$ cat src/rtl/fp_compare_pipe.sv
// Pipelined single-precision compare/min/max (FEQ/FLT/FLE/FMIN/FMAX) with RISC-V NaN rules.
// Result is evaluated from order-preserving unsigned keys, then carried through PIPELINE stages.
module fp_compare_pipe #(
   parameter int PIPELINE = 2,
   parameter int TAG_W    = 5
)(
   input  logic             clock,
   input  logic             reset,
   input  logic             in_valid,
   output logic             in_ready,
   input  logic [2:0]       in_op,
   input  logic [31:0]      in_a,
   input  logic [31:0]      in_b,
   input  logic [TAG_W-1:0] in_tag,
   output logic             out_valid,
   input  logic             out_ready,
   output logic [31:0]      out_result,
   output logic             out_nv,
   output logic [TAG_W-1:0] out_tag
);
   localparam logic [31:0] CANON_NAN = 32'h7FC0_0000;
   localparam logic [2:0]  OP_FLE = 3'b000, OP_FLT = 3'b001, OP_FEQ = 3'b010,
                           OP_FMIN = 3'b100, OP_FMAX = 3'b101;

   logic        a_nan, b_nan, a_snan, b_snan, any_nan, any_snan, both_zero;
   logic [31:0] key_a, key_b;
   logic        key_lt, key_eq, cmp_lt, cmp_eq;
   logic [31:0] eval_result;
   logic        eval_nv;

   always_comb begin
      a_nan     = (in_a[30:23] == 8'hFF) && (in_a[22:0] != 23'd0);
      b_nan     = (in_b[30:23] == 8'hFF) && (in_b[22:0] != 23'd0);
      a_snan    = a_nan && !in_a[22];
      b_snan    = b_nan && !in_b[22];
      any_nan   = a_nan || b_nan;
      any_snan  = a_snan || b_snan;
      both_zero = (in_a[30:0] == 31'd0) && (in_b[30:0] == 31'd0);
      // Negative values invert fully so larger magnitude sorts lower; positives just flip the sign bit.
      key_a     = in_a[31] ? ~in_a : (in_a ^ 32'h8000_0000);
      key_b     = in_b[31] ? ~in_b : (in_b ^ 32'h8000_0000);
      key_lt    = key_a < key_b;
      key_eq    = key_a == key_b;
      // Compares treat -0 == +0; min/max keep the key order where -0 < +0.
      cmp_eq    = key_eq || both_zero;
      cmp_lt    = key_lt && !both_zero;

      eval_result = 32'd0;
      eval_nv     = 1'b0;
      case (in_op)
         OP_FLE: begin
            eval_result = {31'd0, !any_nan && (cmp_lt || cmp_eq)};
            eval_nv     = any_nan;
         end
         OP_FLT: begin
            eval_result = {31'd0, !any_nan && cmp_lt};
            eval_nv     = any_nan;
         end
         OP_FEQ: begin
            eval_result = {31'd0, !any_nan && cmp_eq};
            eval_nv     = any_snan;
         end
         OP_FMIN, OP_FMAX: begin
            eval_nv = any_snan;
            if (a_nan && b_nan)
               eval_result = CANON_NAN;
            else if (a_nan)
               eval_result = in_b;
            else if (b_nan)
               eval_result = in_a;
            else if (in_op == OP_FMIN)
               eval_result = (key_lt || key_eq) ? in_a : in_b;
            else
               eval_result = key_lt ? in_b : in_a;
         end
         default: begin
            eval_result = 32'd0;
            eval_nv     = 1'b0;
         end
      endcase
   end

   logic             valid_q  [PIPELINE];
   logic             valid_d  [PIPELINE];
   logic [31:0]      result_q [PIPELINE];
   logic [31:0]      result_d [PIPELINE];
   logic             nv_q     [PIPELINE];
   logic             nv_d     [PIPELINE];
   logic [TAG_W-1:0] tag_q    [PIPELINE];
   logic [TAG_W-1:0] tag_d    [PIPELINE];
   logic             advance;

   assign out_valid  = valid_q[PIPELINE-1];
   assign out_result = result_q[PIPELINE-1];
   assign out_nv     = nv_q[PIPELINE-1];
   assign out_tag    = tag_q[PIPELINE-1];
   assign advance    = !out_valid || out_ready;
   assign in_ready   = advance;

   // The last stage only loads on a valid op so out_* hold their value across bubbles.
   always_comb begin
      for (int i = 0; i < PIPELINE; i++) begin
         valid_d[i]  = valid_q[i];
         result_d[i] = result_q[i];
         nv_d[i]     = nv_q[i];
         tag_d[i]    = tag_q[i];
      end
      if (advance) begin
         valid_d[0] = in_valid;
         if (in_valid || (PIPELINE > 1)) begin
            result_d[0] = eval_result;
            nv_d[0]     = eval_nv;
            tag_d[0]    = in_tag;
         end
         for (int i = 1; i < PIPELINE; i++) begin
            valid_d[i] = valid_q[i-1];
            if (valid_q[i-1] || (i < PIPELINE - 1)) begin
               result_d[i] = result_q[i-1];
               nv_d[i]     = nv_q[i-1];
               tag_d[i]    = tag_q[i-1];
            end
         end
      end
   end

   always_ff @(posedge clock) begin
      if (reset) begin
         for (int i = 0; i < PIPELINE; i++) begin
            valid_q[i]  <= 1'b0;
            result_q[i] <= 32'd0;
            nv_q[i]     <= 1'b0;
            tag_q[i]    <= '0;
         end
      end else begin
         for (int i = 0; i < PIPELINE; i++) begin
            valid_q[i]  <= valid_d[i];
            result_q[i] <= result_d[i];
            nv_q[i]     <= nv_d[i];
            tag_q[i]    <= tag_d[i];
         end
      end
   end
endmodule
$ cat config.mk
export PLATFORM = sky130hd
export DESIGN_NAME = fp_compare_pipe
export DESIGN_NICKNAME = d
export VERILOG_FILES = /design/src/rtl/fp_compare_pipe.sv
export SDC_FILE = /design/constraint.sdc
export NUM_CORES = 1
export LEC_CHECK = 0
export ABC_AREA = 1
export CAP_MARGIN = 20
export CORE_AREA = 2 2 111 113
export DETAILED_ROUTE_END_ITERATION = 8
export DIE_AREA = 0 0 113 115
export PLACE_DENSITY = 0.79
export RECOVER_POWER = 50
export SYNTH_ARGS = -nofsm -noshare
export SYNTH_HDL_FRONTEND = slang
export SYNTH_SLANG_ARGS = --single-unit
$ cat constraint.sdc
create_clock -name clock -period 4.4 [get_ports clock]
set_input_delay 0.66 -clock clock [delete_from_list [all_inputs] [get_ports clock]]
set_output_delay 0.66 -clock clock [all_outputs]
set_load 0.1 [all_outputs]
==> summary by stage <==
STA
The worst path uses 80.1% of the clock period. The number of hold violations in the final report came to 0. The max-slew violation total from the final report came to approximately 40.

The number of endpoints failing setup at the final stage is 0. The transition time at the pin with the least slew margin is approximately 1.8 ns. Setup repair after global routing left no endpoint under its margin.

For the final routed database, the setup TNS stands at 0 ns. The minimum clock period after layout is 3.53 ns. In this run the tightest slew margin relative to its limit is -22.7%. The peak clock frequency supported by timing is 0.284 GHz.

The setup clock skew after layout is around 0.005 ns.

Setup path
The startpoint type of the worst setup path is an input pin. Traced cell by cell, the critical path runs through dlygate4sd3_1, nor2_1, clkbuf_1, nor2_1, clkbuf_2, nand2_1, a21oi_1. Along the worst path, the maximum fanout reaches 40. The critical path is of the input pin to register type.

The gate family responsible for the most delay along the worst path is buffers and inverters. The cell that appears most often on the critical path is nor2_1. Together, buffers and inverters on the worst path number 3. The worst endpoint data arrival time is 3.71 ns. Among all stages on the critical path, the largest delay is contributed by clkbuf_1. The worst setup path is captured at a register. The critical path's largest stage delay is 1.34 ns. Data on the critical path is required at its endpoint by 4.58 ns.

Placement
The placed wire-length estimate after detailed placement is 11.8 mm. Buffers placed on the I/O ports in this run total 115. At the end of routability-driven placement, the weighted congestion stood at 0.884.

Cells and area
The layout has around 1100 filler cells. Cells with a size suffix above 1 make up 6.70% of the layout. In the final layout, the multi-input gates occupy 3570 um^2. The post-layout net count is approximately 1000. The growth of design area from synthesis to finish is 20.4%. Summing all flip-flop and latch instances after layout gives about 1600 um^2. The final antenna diode count is 0.

In the layout the commonest cells are nand2_1, clkdlybuf4s50_1, a21oi_1. Leaving out fill and tap cells, the most frequent cell in the layout is nand2_1.

Global routing
Entering global routing, the biggest net connects between 70 and 80 pins. The number of antenna violations at the first check in global routing came to 0. The total grt overflow is 0. The first global-routing pass estimated 26.3 mm of wire. The via count of the first global-routing pass was 5321.

The combined global-route utilization of all metal layers is 24.8%.

Power
The static leakage is 3.00 nW. The power per standard cell area is 297 nW/um^2. Summing internal, switching and leakage power gives 2.11 mW. The worst vdd rail ir drop is 0.210 mV.

Outcome
The run finished, with violations left. The final reports fail on DRC, capacitance limit, slew limit.

Yosys
The main flop type after synthesis is dfxtp_1. Counting flops with a built-in enable in the synthesized netlist gives 0. The synthesized area is 5900 um^2. The part of the Yosys area used for sequential elements is 26.5%. The mean area per synthesized cell is 6.66 um^2. The Yosys warning count is 0.

After technology mapping, the gate count stands at 886. The net count after synthesis is 994. The async set-or-reset flop fraction in the synthesized netlist is 0%. After synthesis, the netlist uses 40 different library cells. The synthesized design contains 78 register bits.

Drt
The remaining routing DRC violations is 6. The total number of vias is 5893. The violation count after the first detailed-route iteration is between 600 and 700. The per-cell routed wire length is 14.9 um.

The remaining number of nets flagged by the antenna check after routing is 0. The aggregate routed wire length is 16.2 mm. The number of detailed-route iterations in the first pass is 8. The detailed-route vias per instance is 5.42.

CTS
At the later pin of the worst-skew pair, clock insertion delay measures roughly 0.33 ns. Buffers inserted during clock tree synthesis total 9. The clock tree from TritonCTS is built. The number of buffers between clock root and the deepest sink is 2. The hold buffer count at CTS is 0. Once the clock tree was built, the resizer swapped 0 gates to a different size.

The number of setup buffers added after CTS is 0. The clock transition time at the flip-flop clock pins of the worst setup and hold paths is 0.06 ns. Counting every sink on the clock net gives 78. The root buffer cell chosen for the clock tree is clkbuf_16. The H-tree generated during clock tree synthesis spans 3 levels.

Worst hold path
The type of the tightest min-delay check is register to register.

Floorplan
The floorplan row count is 40. The core region is between 10000 and 15000 um^2. The die outline area is 13000 um^2. From left edge to right edge, the die measures 113 um. 116 I/O pins were placed. From bottom edge to top edge, the die measures 115 um.

For this configuration, the core starts out at a cell density of 49.9%.

Flow run
Across the run, the number of max-cap violations was 1.
-- state kept, by name, summed over array words and instances (netlist names) --
signal / cells
tag_q: 10
valid_q: 2
result_q: 64
nv_q: 2
-- stage by stage --
step | cells | hold WS [ns] | cell area (um^2) | utilization (%) | worst slack, ns
floorplan | 886 | 0.440 | 5900 | - | 1.25
global placement | 1073 | 0.448 | 6820 | 57.8 | 0.721
detailed placement | 1073 | 0.452 | 6820 | 57.8 | 0.679
CTS | 1088 | 0.459 | 7110 | 60.2 | 1.02
global route | 1088 | 0.475 | 7100 | 60.1 | 0.626
finish | 1088 | 0.455 | 7100 | 60.1 | 0.875
-- synth_stat cells, types with 3 or more instances --
library cell | instances | area share (%)
a21oi_1 | 92 | 7.8
a21oi_2 | 11 | 1.6
buf_1 | 5 | 0.32
buf_2 | 7 | 0.59
buf_4 | 37 | 4.7
clkbuf_1 | 33 | 2.1
dfxtp_1 | 78 | 26
ha_1 | 32 | 6.8
inv_1 | 63 | 4.0
inv_2 | 9 | 0.57
nand2_1 | 223 | 14
nand2_4 | 5 | 0.95
nand3_1 | 85 | 7.2
nand4_1 | 15 | 1.6
nor2_1 | 45 | 2.9
nor4_1 | 5 | 0.53
o211ai_1 | 3 | 0.38
o21ai_0 | 40 | 3.4
o21ai_1 | 10 | 0.85
xnor2_1 | 31 | 4.6
xor2_1 | 31 | 4.6
-- worst min-delay path, delay by kind of cell, from the launching register on --
kind | cells | cell delay, ns
AOI/OAI and AO/OA | 1 | 0.05
DFF | 1 | 0.30
and+or+nand+nor | 1 | 0.06
-- cell families (layout without fill, tap and decap cells) --
| kind of cell | after synthesis | in the layout | synth area share [%] |
|---|---|---|---|
| buffers and inverters | 159 | 214 | 13.0 |
| xor gates and xnor gates | 62 | 62 | 9.20 |
| DFF | 78 | 78 | 26.5 |
| adders and majority gates | 32 | 32 | 6.79 |
| AOI/OAI and AO/OA | 165 | 165 | 15.4 |
| and+or+nand+nor | 390 | 390 | 29.1 |
-- final cells by class --
| type | instances | share of cell area [%] |
|---|---|---|
| clock buffer | 11 | 3.42 |
| multi-input combinational | 649 | 50.3 |
| timing repair buffer | 124 | 17.0 |
| inverter | 75 | 4.07 |
| sequential | 78 | 22.0 |
| tap | 147 | 2.59 |
| clock inverter | 4 | 0.669 |
-- power by group --
group / internal [mW] / leakage [nW] / switching (mW) / total [mW]
sequential: 0.733 / 0.633 / 0.0134 / 0.746
combinational: 0.237 / 2.22 / 0.400 / 0.637
clock: 0.449 / 0.141 / 0.277 / 0.726
-- layer usage --
layer  vias up  track usage [%]  wire (um)
li1       2970                -          -
met1      2637             33.7       7170
met2       263             40.0       7380
met3        23             4.48       1350
met4         0             8.13        269
met5         -                0          0
-- final timing paths --
check	startpoint	end	slack, ns	depth (start not counted)
max	out_ready	result_q[0][35]	0.87	7
min reg2reg	tag_q[0][5]	tag_q[0][5]	0.45	2
min	tag_q[0][5]	tag_q[0][5]	0.45	2
max reg2reg	valid_q[0][1]	result_q[0][35]	1.40	7
No activity file was read; power rests on OpenSTA's default activity.
